### config.mk
export PLATFORM = sky130hd
export DESIGN_NAME = imm_encoder
export DESIGN_NICKNAME = d
export VERILOG_FILES = /design/src/rtl/imm_encoder.sv
export SDC_FILE = /design/constraint.sdc
export NUM_CORES = 1
export LEC_CHECK = 0
export ABC_AREA = 0
export CAP_MARGIN = 15
export CORE_MARGIN = 2
export CORE_UTILIZATION = 60
export DETAILED_ROUTE_END_ITERATION = 6
export HOLD_SLACK_MARGIN = 0.03
export PLACE_DENSITY_LB_ADDON = 0.15
export SLEW_MARGIN = 20
export SYNTH_ARGS = -nofsm -noshare
export SYNTH_HDL_FRONTEND = slang
export SYNTH_SLANG_ARGS = --single-unit
### constraint.sdc
create_clock -name clk -period 6.9 [get_ports clk]
set_clock_uncertainty 0.05 [all_clocks]
set_input_delay 2.07 -clock clk [delete_from_list [all_inputs] [get_ports clk]]
set_output_delay 2.07 -clock clk [all_outputs]
set_load 0.03 [all_outputs]
### src/rtl/imm_encoder.sv
`default_nettype none
// ============================================================================
//  Module   : imm_encoder
//  Purpose  : Encodes a 32-bit constant as an ARM rot/imm8 or 12-bit offset.
//             Define IMM_ENCODER_FAST_EN for a single-cycle parallel search.
//  Revision : 1.0 - initial release
// ============================================================================
module imm_encoder (
   input  logic        clk,
   input  logic        rst_n,
   input  logic        start,
   input  logic [31:0] value,
   input  logic        is_mem,
   output logic        busy,
   output logic        done,
   output logic        ok,
   output logic [11:0] imm12
);

   typedef enum logic [1:0] {
      IDLE   = 2'd0,
      SEARCH = 2'd1,
      DONE   = 2'd2
   } state_t;

   state_t      state_q, state_d;
   logic [31:0] value_q, value_d;
   logic        ok_q, ok_d;
   logic [11:0] imm12_q, imm12_d;

   logic        hit;
   logic        last;
   logic [3:0]  hit_rot;
   logic [7:0]  hit_imm8;

   function automatic logic [31:0] rotl2(input logic [31:0] v, input logic [3:0] r);
      logic [63:0] w;
      w = {v, v} << {r, 1'b0};
      return w[63:32];
   endfunction

`ifdef IMM_ENCODER_FAST_EN
   logic [31:0] cand;

   // Scan downward so the lowest matching rotation is the one left standing.
   always_comb begin
      hit      = 1'b0;
      hit_rot  = 4'd0;
      hit_imm8 = 8'd0;
      cand     = 32'd0;
      for (int r = 15; r >= 0; r--) begin
         cand = rotl2(value_q, r[3:0]);
         if (cand[31:8] == 24'd0) begin
            hit      = 1'b1;
            hit_rot  = r[3:0];
            hit_imm8 = cand[7:0];
         end
      end
   end

   assign last = 1'b1;
`else
   logic [3:0]  rot_q, rot_d;
   logic [31:0] cand;

   assign cand     = rotl2(value_q, rot_q);
   assign hit      = (cand[31:8] == 24'd0);
   assign hit_rot  = rot_q;
   assign hit_imm8 = cand[7:0];
   assign last     = (rot_q == 4'd15);
   assign rot_d    = (state_q == SEARCH) ? rot_q + 4'd1 : 4'd0;

   always_ff @(posedge clk or negedge rst_n) begin
      if (!rst_n) begin
         rot_q <= 4'd0;
      end else begin
         rot_q <= rot_d;
      end
   end
`endif

   always_ff @(posedge clk or negedge rst_n) begin
      if (!rst_n) begin
         state_q <= IDLE;
         value_q <= 32'd0;
         ok_q    <= 1'b0;
         imm12_q <= 12'd0;
      end else begin
         state_q <= state_d;
         value_q <= value_d;
         ok_q    <= ok_d;
         imm12_q <= imm12_d;
      end
   end

   always_comb begin
      state_d = state_q;
      value_d = value_q;
      ok_d    = ok_q;
      imm12_d = imm12_q;
      case (state_q)
         IDLE: begin
            if (start) begin
               value_d = value;
               if (is_mem) begin
                  // Offset form resolves at capture time, so no search pass is needed.
                  ok_d    = (value[31:12] == 20'd0);
                  imm12_d = (value[31:12] == 20'd0) ? value[11:0] : 12'd0;
                  state_d = DONE;
               end else begin
                  state_d = SEARCH;
               end
            end
         end
         SEARCH: begin
            if (hit) begin
               ok_d    = 1'b1;
               imm12_d = {hit_rot, hit_imm8};
               state_d = DONE;
            end else if (last) begin
               ok_d    = 1'b0;
               imm12_d = 12'd0;
               state_d = DONE;
            end
         end
         DONE: begin
            state_d = IDLE;
         end
         default: begin
            state_d = IDLE;
         end
      endcase
   end

   assign busy  = (state_q == SEARCH);
   assign done  = (state_q == DONE);
   assign ok    = ok_q;
   assign imm12 = imm12_q;

endmodule
`default_nettype wire

### Word-level counts from Yosys, hierarchy flattened

Index checks and enable logic that the tools add are counted.

| storage, ports and cells | value |
|---|---|
| register bits after elaboration | 51 |
| input port bits | 36 |
| output and inout port bits | 15 |
| logic and storage cells | 37 |

| operators by class | value |
|---|---|
| $add $sub $neg | 1 |
| eq/ne operators | 6 |
| shifts and indexed selects | 1 |
| muxes and demuxes | 17 |
| reduce and logical (&&, ||, !) cells | 7 |

Operators with widths:

| kind | number |
|---|---|
| 64-bit by 5-bit left shift with 64-bit output | 1 |
| 12-bit two-way mux | 5 |
| 24-bit zero test | 1 |
| 12-bit one-hot mux with 2 select lines | 1 |
| 20-bit zero test | 1 |
| 2-bit two-way mux | 4 |
| 4-bit by 1-bit adder with 4-bit output, second input constant | 1 |
| 4-bit equality test, second input constant | 1 |
| 1-bit two-way mux | 4 |
| 4-bit two-way mux | 1 |
| 2-bit inequality test, second input constant | 2 |
| 2-bit one-hot mux with 2 select lines | 1 |
| 2-bit AND reduction | 2 |
| 4-bit AND reduction | 1 |
| 3-bit by 1-bit inequality test with 1-bit output, second input constant | 1 |
| 2-bit by 1-bit equality test with 1-bit output, second input constant | 1 |
| 2-bit equality test, second input constant | 1 |
| 2-bit zero test | 1 |
| 1-bit one-hot mux with 2 select lines | 1 |
| 2-bit nonzero test | 1 |

### Depth between registers and ports, before layout

Gate-level depths: netlist (run 1).

| logic depth | value |
|---|---|
| word-level depth | 5 |
| depth in mapped cells | 11 |
| gate-level depth less buffers | 7 |

### Worst setup path after synthesis (run 1)

OpenSTA, ideal clock, no wires.

| timing path | value |
|---|---|
| path kind | input-to-reg |
| from | input value[12] |
| to | register imm12_q[10] (netlist: imm12[10]) |
| library setup time | 0.065 ns |
| arrival | 3.472 ns |
| data required time | 6.785 ns |
| slack | 3.313 ns |
| stages | 6 |
| buffers on the path | 1 |
| path through | or4_1 -> nor3_1 -> clkbuf_1 -> nand2_1 -> o41ai_2 -> mux2_4 |

| on the way | value |
|---|---|
| cells in the longest elaborated chain, start to end | 5 |

Ends and longest elaborated chain:

| element | line | source |
|---|---|---|
| start, declared | 12 | `input logic [31:0] value,` |
| 20-bit zero test | 108 | `imm12_d = (value[31:12] == 20'd0) ? value[11:0] : 12'd0;` |
| 12-bit two-way mux | 108 |  |
| 12-bit two-way mux | 105 | `if (is_mem) begin` |
| 12-bit two-way mux | 103 | `if (start) begin` |
| 12-bit one-hot mux with 2 select lines | 101 | `case (state_q)` |
| end signal, assigned | 92 | `imm12_q <= imm12_d;` |
| end, declared | 29 | `logic [11:0] imm12_q, imm12_d;` |

No other way between the ends. The select of a mux whose other input is x is not followed.
A chain may end at the register's enable or synchronous reset.

### Worst setup path after layout (run 1)

| timing path | value |
|---|---|
| from | register state_q[1] |
| to | output busy |

| on the way | value |
|---|---|
| cells in the longest elaborated chain, start to end | 1 |

Ends and longest elaborated chain:

| element | line | source |
|---|---|---|
| start, declared | 26 | `state_t state_q, state_d;` |
| start signal, assigned | 89 | `state_q <= state_d;` |
| 2-bit by 1-bit equality test with 1-bit output | 135 | `assign busy = (state_q == SEARCH);` |
| end, declared | 14 | `output logic busy,` |

No other way between the ends.

==> results of run 1 <==
## worst max-delay path: stages, from the launching register on
cell and delay [ns]:
dfrtp_1 0.40, nand2b_1 0.46, clkinv_1 0.46, clkdlybuf4s50_1 0.71
## cell usage after synthesis, types with 2 or more instances
| cell | instances |
|---|---|
| dfrtp_1 | 51 |
| mux4_2 | 39 |
| mux2_2 | 35 |
| nand2_1 | 35 |
| nor2_1 | 28 |
| mux2_4 | 9 |
| a21oi_1 | 8 |
| buf_2 | 8 |
| clkbuf_1 | 8 |
| nand3_1 | 7 |
| o31ai_1 | 6 |
| buf_6 | 5 |
| inv_1 | 5 |
| nor4_1 | 5 |
| mux2_1 | 4 |
| nor3_1 | 4 |
| o41ai_1 | 4 |
| nor2b_1 | 3 |
| nor4b_1 | 3 |
| o21ai_0 | 3 |
| o22ai_1 | 3 |
| o41ai_2 | 3 |
| a2111oi_0 | 2 |
| a2111oi_2 | 2 |
| clkinv_1 | 2 |
| nand2b_1 | 2 |
| o2111ai_1 | 2 |
| o211ai_1 | 2 |
| o221ai_1 | 2 |
| o41a_1 | 2 |
| or3_1 | 2 |
| or3b_1 | 2 |
| xnor2_1 | 2 |
## state kept, by name (all words and copies together), names as in the netlist
name	count
value_q	32
hit_rot	4
state_q	2
imm12	12
ok	1
## metrics by stage
step / cell area (um^2) / utilization (%)
floorplan: 3801 / -
global placement: 4297 / 71.30
detailed placement: 4297 / 71.30
CTS: 4388 / 72.82
global route: 4388 / 72.82
finish: 4388 / 72.82
## layout by cell type (no fill, tap or decap), types with 2 or more instances in the layout
cell	synthesis	final
mux2_4	9	9
or3b_1	2	2
mux4_2	39	39
nor4_1	5	5
nand3_1	7	7
a2111oi_0	2	2
buf_4	1	5
or3_1	2	2
dfrtp_1	51	50
o2111ai_1	2	2
mux2_1	4	4
nor2_1	28	28
o41ai_1	4	4
clkbuf_8	0	6
clkdlybuf4s50_1	0	49
nor3_1	4	4
nor2b_1	3	3
a21oi_1	8	8
inv_1	5	5
o21ai_0	3	3
o211ai_1	2	2
mux2_2	35	35
a2111oi_2	2	2
o221ai_1	2	2
xnor2_1	2	2
nand2_1	35	35
o41ai_2	3	3
nand2b_1	2	2
o22ai_1	3	3
nor4b_1	3	3
o41a_1	2	2
o31ai_1	6	6
clkinv_1	2	2
## report_power, final
group | switching, mW | internal, mW
Sequential | 0.204 | 0.405
Clock | 0.0954 | 0.0811
Combinational | 0.472 | 0.548
## cell families after synthesis
| group | synth area share, % |
|---|---|
| XOR/XNOR | 0.4609 |
| buffers and inverters | 4.312 |
| AO/OA/AOI/OAI | 10.60 |
| multiplexers | 38.48 |
| AND/OR/NAND/NOR | 12.25 |
| adder cells (fa/ha/maj) | 0.3291 |
| flip-flops | 33.57 |
## routing by layer
metal  up-vias  share of wire (%)  routed length [um]  GRT usage, %
li1       1311                  -                   -             -
met1      1498                 42                3971         42.13
met2       145                 48                4579         43.78
met3        19                8.1                 773         4.946
met4         0                2.1                 202         7.625
met5         -                  0                   0             0
## cell type report
cell class / count / area (um^2) / share of cell area (%)
multi-input combinational: 233 / 2366 / 53.92
sequential: 51 / 1277 / 29.11
timing repair buffer: 55 / 533.0 / 12.15
tap: 75 / 93.84 / 2.139
clock buffer: 7 / 86.33 / 1.967
inverter: 7 / 26.28 / 0.5988
clock inverter: 1 / 5.005 / 0.1141
## final timing paths
kind / from / to / slack, ns / cells after the start
worst min register to register: imm12[1] / imm12[1] / 0.45 / 1
worst max-delay path: state_q[1] / busy / 2.45 / 3
worst min-delay path: imm12[1] / imm12[1] / 0.45 / 1
max in group asynchronous: rst_n / hit_rot[0] / 4.50 / 2
worst max register to register: hit_rot[0] / imm12[11] / 2.96 / 8
min in group asynchronous: rst_n / value_q[28] / 1.82 / 2
==> metrics, run 1 <==
Post-Layout Cell Count=around 430; final number of hold-violating endpoints=0; Slew Limit Headroom=about 39%; VDD IR max=~310 uV; Post-Syn Area per Cell=approximately 12 um^2; # Post-CTS Setup Buffers=0; count of input and output buffers=50; Arr. time, crit path=between 2 and 2.5 ns; WL/cell=about 22 um; CTS clk-pin slew, worst paths=about 0.090 ns; fin. max-slew vios=0; Synth Register Bits=approximately 50; status=finished, final reports clean; Worst Path Class, Setup=flip-flop to primary output; maximum number of pins on one net before global-route repair=57; number of diodes=0; Setup WS post-layout=2.448 ns; synthesized area=around 3800 um^2; Power, Total=roughly 1.8 mW; Num CTS Buffers=5; 1st-pass router iterations=6; final period utilization=64.52%; final hold slack=roughly 0.45 ns; CTS root buf=clkbuf_8; Max-Cap Viols=0; TritonCTS clock tree=done; die outline area=about 7000 um^2; Hold Crit Class=flip-flop to flip-flop; Die Width=~84 um; Area Growth Syn to Fin=15.44%; CP Max Fanout=12; Rows=28; I/O Pins=between 50 and 60; HPWL after detailed placement=between 6 and 7 mm; number of placed instances, taps included=around 420; top-area cell type share of the netlist area=about 34%; Unique masters post-synth=49; worst-margin pin slew=~0.9 ns; area leader, netlist=dfrtp_1; clk sinks=51; fillers=approximately 440; total gr overflow=0; worst slack, placed=approximately 2.7 ns; DR vias=2973; share of synthesized area occupied by flip-flops and latches=roughly a third; top post-synthesis cells by area=dfrtp_1 34%, mux4_2 23%, mux2_2 10%; initial antenna violation count=0; Worst Path Required=4.78 ns; GP Congestion=just over 0.9; # hold bufs at CTS=0; Async S/R FF share, synth=100.0%; DRC errors left=0; Die Ht=around 84 um; overall global routing resource usage=28.44%; Post-synth EDFFs=0; synth warn=0; nets@finish=390; 1st-iter DRT viols=~340; crit path capture type=primary output; Clock Tree Buf Depth=2; fmax=between 200 and 250 MHz; Pwr per Cell Area=411.4 nW/um^2; Final setup viols=0; P_leak=1.576 nW; vias per cell=just under 7; final wirelength=between 9 and 10 mm; first-pass GRT wire length=around 16 mm; CORE AREA=between 6000 and 7000 um^2; post-route ant nets=0; fraction of layout cells with a size suffix above 1=approximately 30%; CP startpoint kind=flip-flop; RSZ-0062 raised after global routing=no; effective utilization at floorplan=a little over three fifths; Post-Synthesis Cells=about 310; commonest register cell after synthesis=dfrtp_1; Final TNS setup=0 ns; htree depth=2; syn nets=about 350; CTS-repair resized insts=0; clk_lat worst skew=approximately 0.3 ns; min Tclk post-route=approximately 4.5 ns; vias in the first global route=a little over 3000
No activity file was read; power rests on OpenSTA's default activity.
==> run 2, diff against run 1 <==
- CORE_UTILIZATION: 60 -> 51
- clock period: 6.9 -> 3.87 ns (I/O delays scaled with it)
==> run 2 against run 1 <==
Compared with the run above:
- via count increased by 0.67%
- die area is 17% higher
- largest power group unchanged
- cell count up 7.5%
- count of clock-buffer cells in the layout down 2
- sequential cell count is the same
- critical path type is now flip-flop to flip-flop
- setup slack got worse by 2.1 ns
- highest routed layer unchanged
==> metrics, run 2 (synthesis gave the netlist of run 1 again) <==
status=finished, final reports clean (unchanged); Max-Cap Viols=0 (unchanged); post-route ant nets=0 (unchanged); final period utilization=around nine tenths; vias per cell=6.492 (was 6.930); vias in the first global route=2949 (was 3019); effective utilization at floorplan=52.41% (was 63.08%); fraction of layout cells with a size suffix above 1=32.32% (was 30.51%); hold depth=1 (unchanged); hold endpoint=imm12[1] (unchanged); # Post-CTS Setup Buffers=0 (unchanged); die outline area=8160 um^2 (was 6988 um^2); Slew Limit Headroom=40.08% (was 39.34%); Worst Path Class, Setup=flip-flop to flip-flop (was flip-flop to primary output); most frequent cells in the layout=50 x dfrtp_1, 49 x clkdlybuf4s50_1, 39 x mux4_2, 35 x nand2_1, 35 x mux2_2 (unchanged); fmax=between 200 and 300 MHz; Largest register FFs=32 (unchanged); CTS clk-pin slew, worst paths=0.10 ns (was 0.09 ns); nets@finish=398 (was 390); I/O Pins=51 (unchanged); Power, Total=3.282 mW (was 1.805 mW); Rows=31 (was 28); VDD IR max=351.0 uV (was 310.3 uV); Pwr per Cell Area=732.5 nW/um^2 (was 411.4 nW/um^2); Final setup viols=0 (unchanged); # hold bufs at CTS=0 (unchanged); total gr overflow=0 (unchanged); HPWL after detailed placement=7.405 mm (was 6.859 mm); CP Max Fanout=22 (was 12); crit path capture type=flip-flop (was primary output); 1st-iter DRT viols=300 (was 335); Die Width=90.33 um (was 83.60 um); GP Congestion=0.9561 (was 0.9284); reg2reg setup slack=0.36 ns (was 2.96 ns); CTS-repair resized insts=0 (unchanged); Post-Layout Cell Count=461 (was 429); FF-to-FF End=imm12[5] (was imm12[11]); fin. max-slew vios=0 (unchanged); Area Growth Syn to Fin=17.87% (was 15.44%); Num CTS Buffers=5 (unchanged); Reg with most FFs=value_q (unchanged); Post-Route Utilization=61.77% (was 72.82%); RSZ-0062 raised after global routing=no (unchanged); Worst Path Required=4.08 ns (was 4.78 ns); DR vias=2993 (was 2973); final wirelength=10.11 mm (was 9.527 mm); clk_lat worst skew=0.31 ns (was 0.30 ns); CP startpoint kind=flip-flop (unchanged); overall global routing resource usage=25.64% (was 28.44%); WL/cell=21.93 um (was 22.21 um); Die Ht=90.33 um (was 83.60 um); Clock Tree Buf Depth=2 (unchanged); number of diodes=0 (unchanged); number of placed instances, taps included=453 (was 421); Final TNS setup=0 ns (unchanged); clk sinks=51 (unchanged); DRC errors left=0 (unchanged); first-pass GRT wire length=16.55 mm (was 15.96 mm); maximum number of pins on one net before global-route repair=35 (was 57); final hold slack=0.4577 ns (was 0.4465 ns); commonest non-fill, non-tap cell in the layout=dfrtp_1 (unchanged); min Tclk post-route=3.510 ns; count of input and output buffers=50 (unchanged); Hold Startpoint=imm12[1] (unchanged); 1st-pass router iterations=5 (was 6); worst reg2reg path startpoint=hit_rot[1] (was hit_rot[0]); Worst Reg2Reg Path Length in Cells=8 (unchanged); CORE AREA=7253 um^2 (was 6026 um^2); CTS root buf=clkbuf_8 (unchanged); Arr. time, crit path=3.73 ns (was 2.33 ns); P_leak=1.611 nW (was 1.576 nW); htree depth=2 (unchanged); initial antenna violation count=0 (unchanged); Hold Crit Class=flip-flop to flip-flop (unchanged); final number of hold-violating endpoints=0 (unchanged); worst-margin pin slew=0.8988 ns (was 0.9099 ns); TritonCTS clock tree=done (unchanged)
## run 2: final cells by class
cell class                 instances  area [um^2]
clock buffer                       5        68.82
fill                             594         2773
clock inverter                     3        25.02
timing repair buffer              63        593.1
tap                               99        123.9
multi-input combinational        233         2366
inverter                           7        26.28
sequential                        51         1277
## run 2: through the flow
| step | worst slack, ns | instance area (um^2) |
|---|---|---|
| floorplan | 1.001 | 3801 |
| global placement | 0.4121 | 4387 |
| detailed placement | 0.3530 | 4387 |
| CTS | 0.3529 | 4481 |
| global route | 0.04161 | 4481 |
| finish | 0.3599 | 4481 |
## run 2: worst max path at each step
| stage | from | endpoint | slack, ns | cells past startpoint |
|---|---|---|---|---|
| final | hit_rot[1] | imm12[5] | 0.36 | 8 |
| after global routing | hit_rot[0] | ok | 0.04 | 8 |
| after CTS | hit_rot[0] | ok | 0.35 | 9 |
| after detailed placement | hit_rot[0] | ok | 0.35 | 9 |
| after global placement | hit_rot[0] | imm12[5] | 0.41 | 8 |
| after floorplan | hit_rot[1] | imm12[10] | 1.00 | 10 |
## run 2: critical path, stage by stage (launching register included)
cell and delay [ns]:
dfrtp_1 0.94, buf_4 0.34, mux4_2 0.31, mux2i_1 0.24, o2111ai_1 0.19, o221ai_1 0.26, nand2_1 0.39, o41ai_1 0.53
mux2_4 0.21
## run 2: metal layers
| metal | wire length, um | track usage [%] | up-vias | part of all wire, % |
|---|---|---|---|---|
| met2 | 4936 | 41.10 | 126 | 49 |
| met4 | 169 | 6.282 | 0 | 1.7 |
| met3 | 651 | 3.756 | 12 | 6.4 |
| met5 | 0 | 0 | - | 0 |
| li1 | - | - | 1318 | - |
| met1 | 4354 | 37.26 | 1537 | 43 |
## run 2: where the power goes
| group | total, mW | switching, mW | internal (mW) |
|---|---|---|---|
| sequential | 1.16 | 0.441 | 0.720 |
| combinational | 1.80 | 0.795 | 1.00 |
| clock | 0.323 | 0.193 | 0.130 |
| total | 3.28 | 1.43 | 1.85 |
==> run 3, diff against run 2 <==
- ABC_AREA: 0 -> 1
==> run 3 against run 2 <==
Compared with the run above:
- count of clock-buffer cells in the layout stayed put
- critical endpoint is now imm12[8]
- cell area down 0.61%
- die area rose by 1.4%
- routed wire length up 7.1%
- critical path depth is 6 higher
- hold slack worse by 0.024 ns
- register-to-register slack better by 0.52 ns
- synthesized area is 1.4% higher
- critical path type unchanged
- total power up 4.7%
- setup slack better by 0.52 ns
- first-iteration DRC count is 2.3% lower
==> metrics, run 3 <==
clk_lat worst skew=0.31 ns (about the same); Hold Crit Class=flip-flop to flip-flop (unchanged); Worst Path Required=4.02 ns (was 4.08 ns); area of the multi-input gates=2302 um^2 (was 2366 um^2); worst reg2reg path startpoint=hit_rot[1] (unchanged); Crit-path slowest cell=dfrtp_1 (unchanged); power share of the clock group=8.7% (was 9.8%); Setup crit start=hit_rot[1] (unchanged); fillers=742 (was 594); final wirelength=10.83 mm (was 10.11 mm); Power, Total=3.437 mW (was 3.282 mW); Crit path top cell by count=nand2_1; Combinational Power Share=64.6% (was 54.8%); CTS clk-pin slew, worst paths=0.09 ns (was 0.10 ns); Final TNS setup=0 ns (unchanged); Max stage delay on crit path=0.78 ns (was 0.94 ns); Reg with most FFs=value_q (unchanged); HPWL after detailed placement=8.564 mm (was 7.405 mm); compound-gate portion of the synthesized area=3.083% (was 10.60%); top post-synthesis cells by area=dfrtp_1 33%, nand2_1 23%, nand3_1 12% (was dfrtp_1 34%, mux4_2 23%, mux2_2 10%); commonest register cell after synthesis=dfrtp_1 (unchanged); CTS root buf=clkbuf_8 (unchanged); Post-Synth XOR/XNOR Area=0% (was 0.4608%); Post-Syn Area per Cell=6.739 um^2 (was 12.11 um^2); die outline area=8270 um^2 (was 8160 um^2); Synth Register Bits=51 (unchanged); Buf/Inv on CP=1 (unchanged); syn nets=609 (was 351); overall global routing resource usage=27.04% (was 25.64%); DR vias=3940 (was 2993); commonest non-fill, non-tap cell in the layout=nand2_1 (was dfrtp_1); worst-path cell chain=buf_4, nand3_1, nand2_1, nand2_1, nand2_1, nand2_1, nor2_1, nand3_1, nand2_2, nand3_2, nand2_4, nand3b_2, nand2_1, nand2_1 (was buf_4, mux4_2, mux2i_1, o2111ai_1, o221ai_1, nand2_1, o41ai_1, mux2_4); CP Max Fanout=21 (was 22); Unique masters post-synth=29 (was 49); Max-Cap Viols=0 (unchanged); 1st-pass router iterations=5 (unchanged); mux cell area share after synthesis=9.348% (was 38.48%); Post-Synthesis Cells=572 (was 314); final period utilization=77.37% (was 90.70%); synth warn=0 (unchanged); number of diodes=0 (unchanged); most frequent cells in the layout=240 x nand2_1, 94 x nand3_1, 51 x dfrtp_1, 49 x clkdlybuf4s50_1, 32 x mux2_2 (was 50 x dfrtp_1, 49 x clkdlybuf4s50_1, 39 x mux4_2, 35 x nand2_1, 35 x mux2_2); Sw Pwr=1.826 mW (was 1.430 mW); Final setup viols=0 (unchanged); fin. max-slew vios=0 (unchanged); Worst Path Class, Setup=flip-flop to flip-flop (unchanged); Flop pwr share=26.7% (was 35.4%); Async S/R FF share, synth=100.0% (unchanged); fraction of layout cells with a size suffix above 1=13.32% (was 32.32%); CTS-repair resized insts=0 (unchanged); Die Width=90.94 um (was 90.33 um); VDD IR max=506.9 uV (was 351.0 uV); crit path capture type=flip-flop (unchanged); initial antenna violation count=0 (unchanged); Area Growth Syn to Fin=15.51% (was 17.87%); share of synthesized area occupied by flip-flops and latches=33.11% (was 33.57%); nets@finish=646 (was 398); WL/cell=15.32 um (was 21.93 um); Worst Reg2Reg Path Length in Cells=14 (was 8); I/O Pins=51 (unchanged); worst-margin pin slew=0.7098 ns (was 0.8988 ns); P_leak=2.202 nW (was 1.611 nW); fmax=334.0 MHz (was 284.9 MHz); Rows=31 (unchanged); # Post-CTS Setup Buffers=0 (unchanged); maximum number of pins on one net before global-route repair=39 (was 35); post-route ant nets=0 (unchanged); Slew Limit Headroom=52.39% (was 40.08%); top-area cell type share of the netlist area=33.11% (was 33.57%); status=finished, final reports clean (unchanged); most frequent cell after synthesis=nand2_1 (was dfrtp_1); 1st-iter DRT viols=293 (was 300); largest family of logic cells by synthesized area=simple AND/OR/NAND/NOR gates (was multiplexers); RSZ-0062 raised after global routing=no (unchanged); Synth Area in Simple Gates=46.97% (was 12.24%); Synth Area in Adders=0.3246% (was 0.3292%); area leader, netlist=dfrtp_1 (unchanged); Largest register FFs=32 (unchanged); final hold slack=0.4341 ns (was 0.4577 ns); TritonCTS clock tree=done (unchanged); min Tclk post-route=2.994 ns (was 3.510 ns); P_int=1.612 mW (was 1.852 mW); htree depth=2 (unchanged); vias per cell=5.573 (was 6.492); FF-to-FF End=imm12[8] (was imm12[5]); reg2reg setup slack=0.88 ns (was 0.36 ns); Critical Path Stages=14 (was 8); CP startpoint kind=flip-flop (unchanged); total gr overflow=0 (unchanged); clk sinks=51 (unchanged); # hold bufs at CTS=0 (unchanged); DRC errors left=0 (unchanged); register area=1276 um^2 (was 1277 um^2); Post-Route Utilization=61.07% (was 61.77%); effective utilization at floorplan=52.87% (was 52.41%); final number of hold-violating endpoints=0 (unchanged); Synth top cells by count=240 x nand2_1, 94 x nand3_1, 51 x dfrtp_1, 32 x mux2_2, 29 x nor2_1 (was 51 x dfrtp_1, 39 x mux4_2, 35 x mux2_2, 35 x nand2_1, 28 x nor2_1); Num CTS Buffers=5 (unchanged); Die Ht=90.94 um (was 90.33 um); count of input and output buffers=50 (unchanged); synthesized area=3855 um^2 (was 3801 um^2); GP Congestion=0.9768 (was 0.9561); Net Sw Frac=53.12% (was 43.57%); worst setup path endpoint=imm12[8] (was imm12[5]); CORE AREA=7292 um^2 (was 7253 um^2); vias in the first global route=3638 (was 2949); Clock Tree Buf Depth=2 (unchanged); Top delay family on crit path=simple AND/OR/NAND/NOR gates (was compound AO/OA/AOI/OAI gates); Post-synth EDFFs=0 (unchanged); Pwr per Cell Area=771.9 nW/um^2 (was 732.5 nW/um^2); first-pass GRT wire length=18.08 mm (was 16.55 mm); Arr. time, crit path=3.15 ns (was 3.73 ns)
## run 3: area by class of cell
type                    count  area share, %
multi-input cells         466          51.70
inverters                  23          1.995
clock inverters             1         0.1686
clock buffers               5          1.545
flip-flops and latches     51          28.66
well taps                  99          2.782
repair buffers             62          13.15
## run 3: cell families (layout without fill, tap and decap cells)
| logic type | Yosys count | count (layout) |
|---|---|---|
| flip-flops | 51 | 51 |
| AO/OA/AOI/OAI | 23 | 23 |
| buffers and inverters | 55 | 91 |
| AND/OR/NAND/NOR | 410 | 410 |
| multiplexers | 32 | 32 |
| adder cells (fa/ha/maj) | 1 | 1 |
## run 3: worst min path at each step
stage / from / end / cells after the start
2_1_floorplan: value_q[6] / value_q[6] / 1
3_3_place_gp: imm12[10] / imm12[10] / 2
3_5_place_dp: ok / ok / 2
4_1_cts: imm12[2] / imm12[2] / 2
5_1_grt: imm12[9] / imm12[9] / 2
6_report: imm12[2] / imm12[2] / 2
## run 3: layer usage
metal	track usage (%)	vias up	part of all wire, %
met5	0	-	0
met4	4.798	0	0.85
met3	4.481	10	6.8
met2	43.09	143	47
met1	39.26	1845	46
li1	-	1942	-
## run 3: power groups by stage
stage          clock network, mW  registers [mW]  logic (mW)
2_1_floorplan                  0           0.839        1.75
3_3_place_gp                   0           0.916        2.15
3_5_place_dp                   0           0.925        2.18
4_1_cts                    0.301           0.914        2.19
5_1_grt                    0.323           0.946        2.49
6_report                   0.299           0.919        2.22
## run 3: worst reg2reg max path: stages (launching register included)
cell and delay [ns]:
dfrtp_1 0.78, buf_4 0.35, nand3_1 0.12, nand2_1 0.13, nand2_1 0.09, nand2_1 0.11
nand2_1 0.06, nor2_1 0.10, nand3_1 0.08, nand2_2 0.24, nand3_2 0.20, nand2_4 0.13
nand3b_2 0.26, nand2_1 0.15, nand2_1 0.06
## run 3: stage by stage
stage	instances	area, um^2	setup WS, ns
after detailed placement	701	4377	0.8299
after global placement	701	4377	0.8777
after floorplan	572	3855	1.489
after global routing	707	4453	0.5680
final	707	4453	0.8759
after CTS	707	4453	0.9067
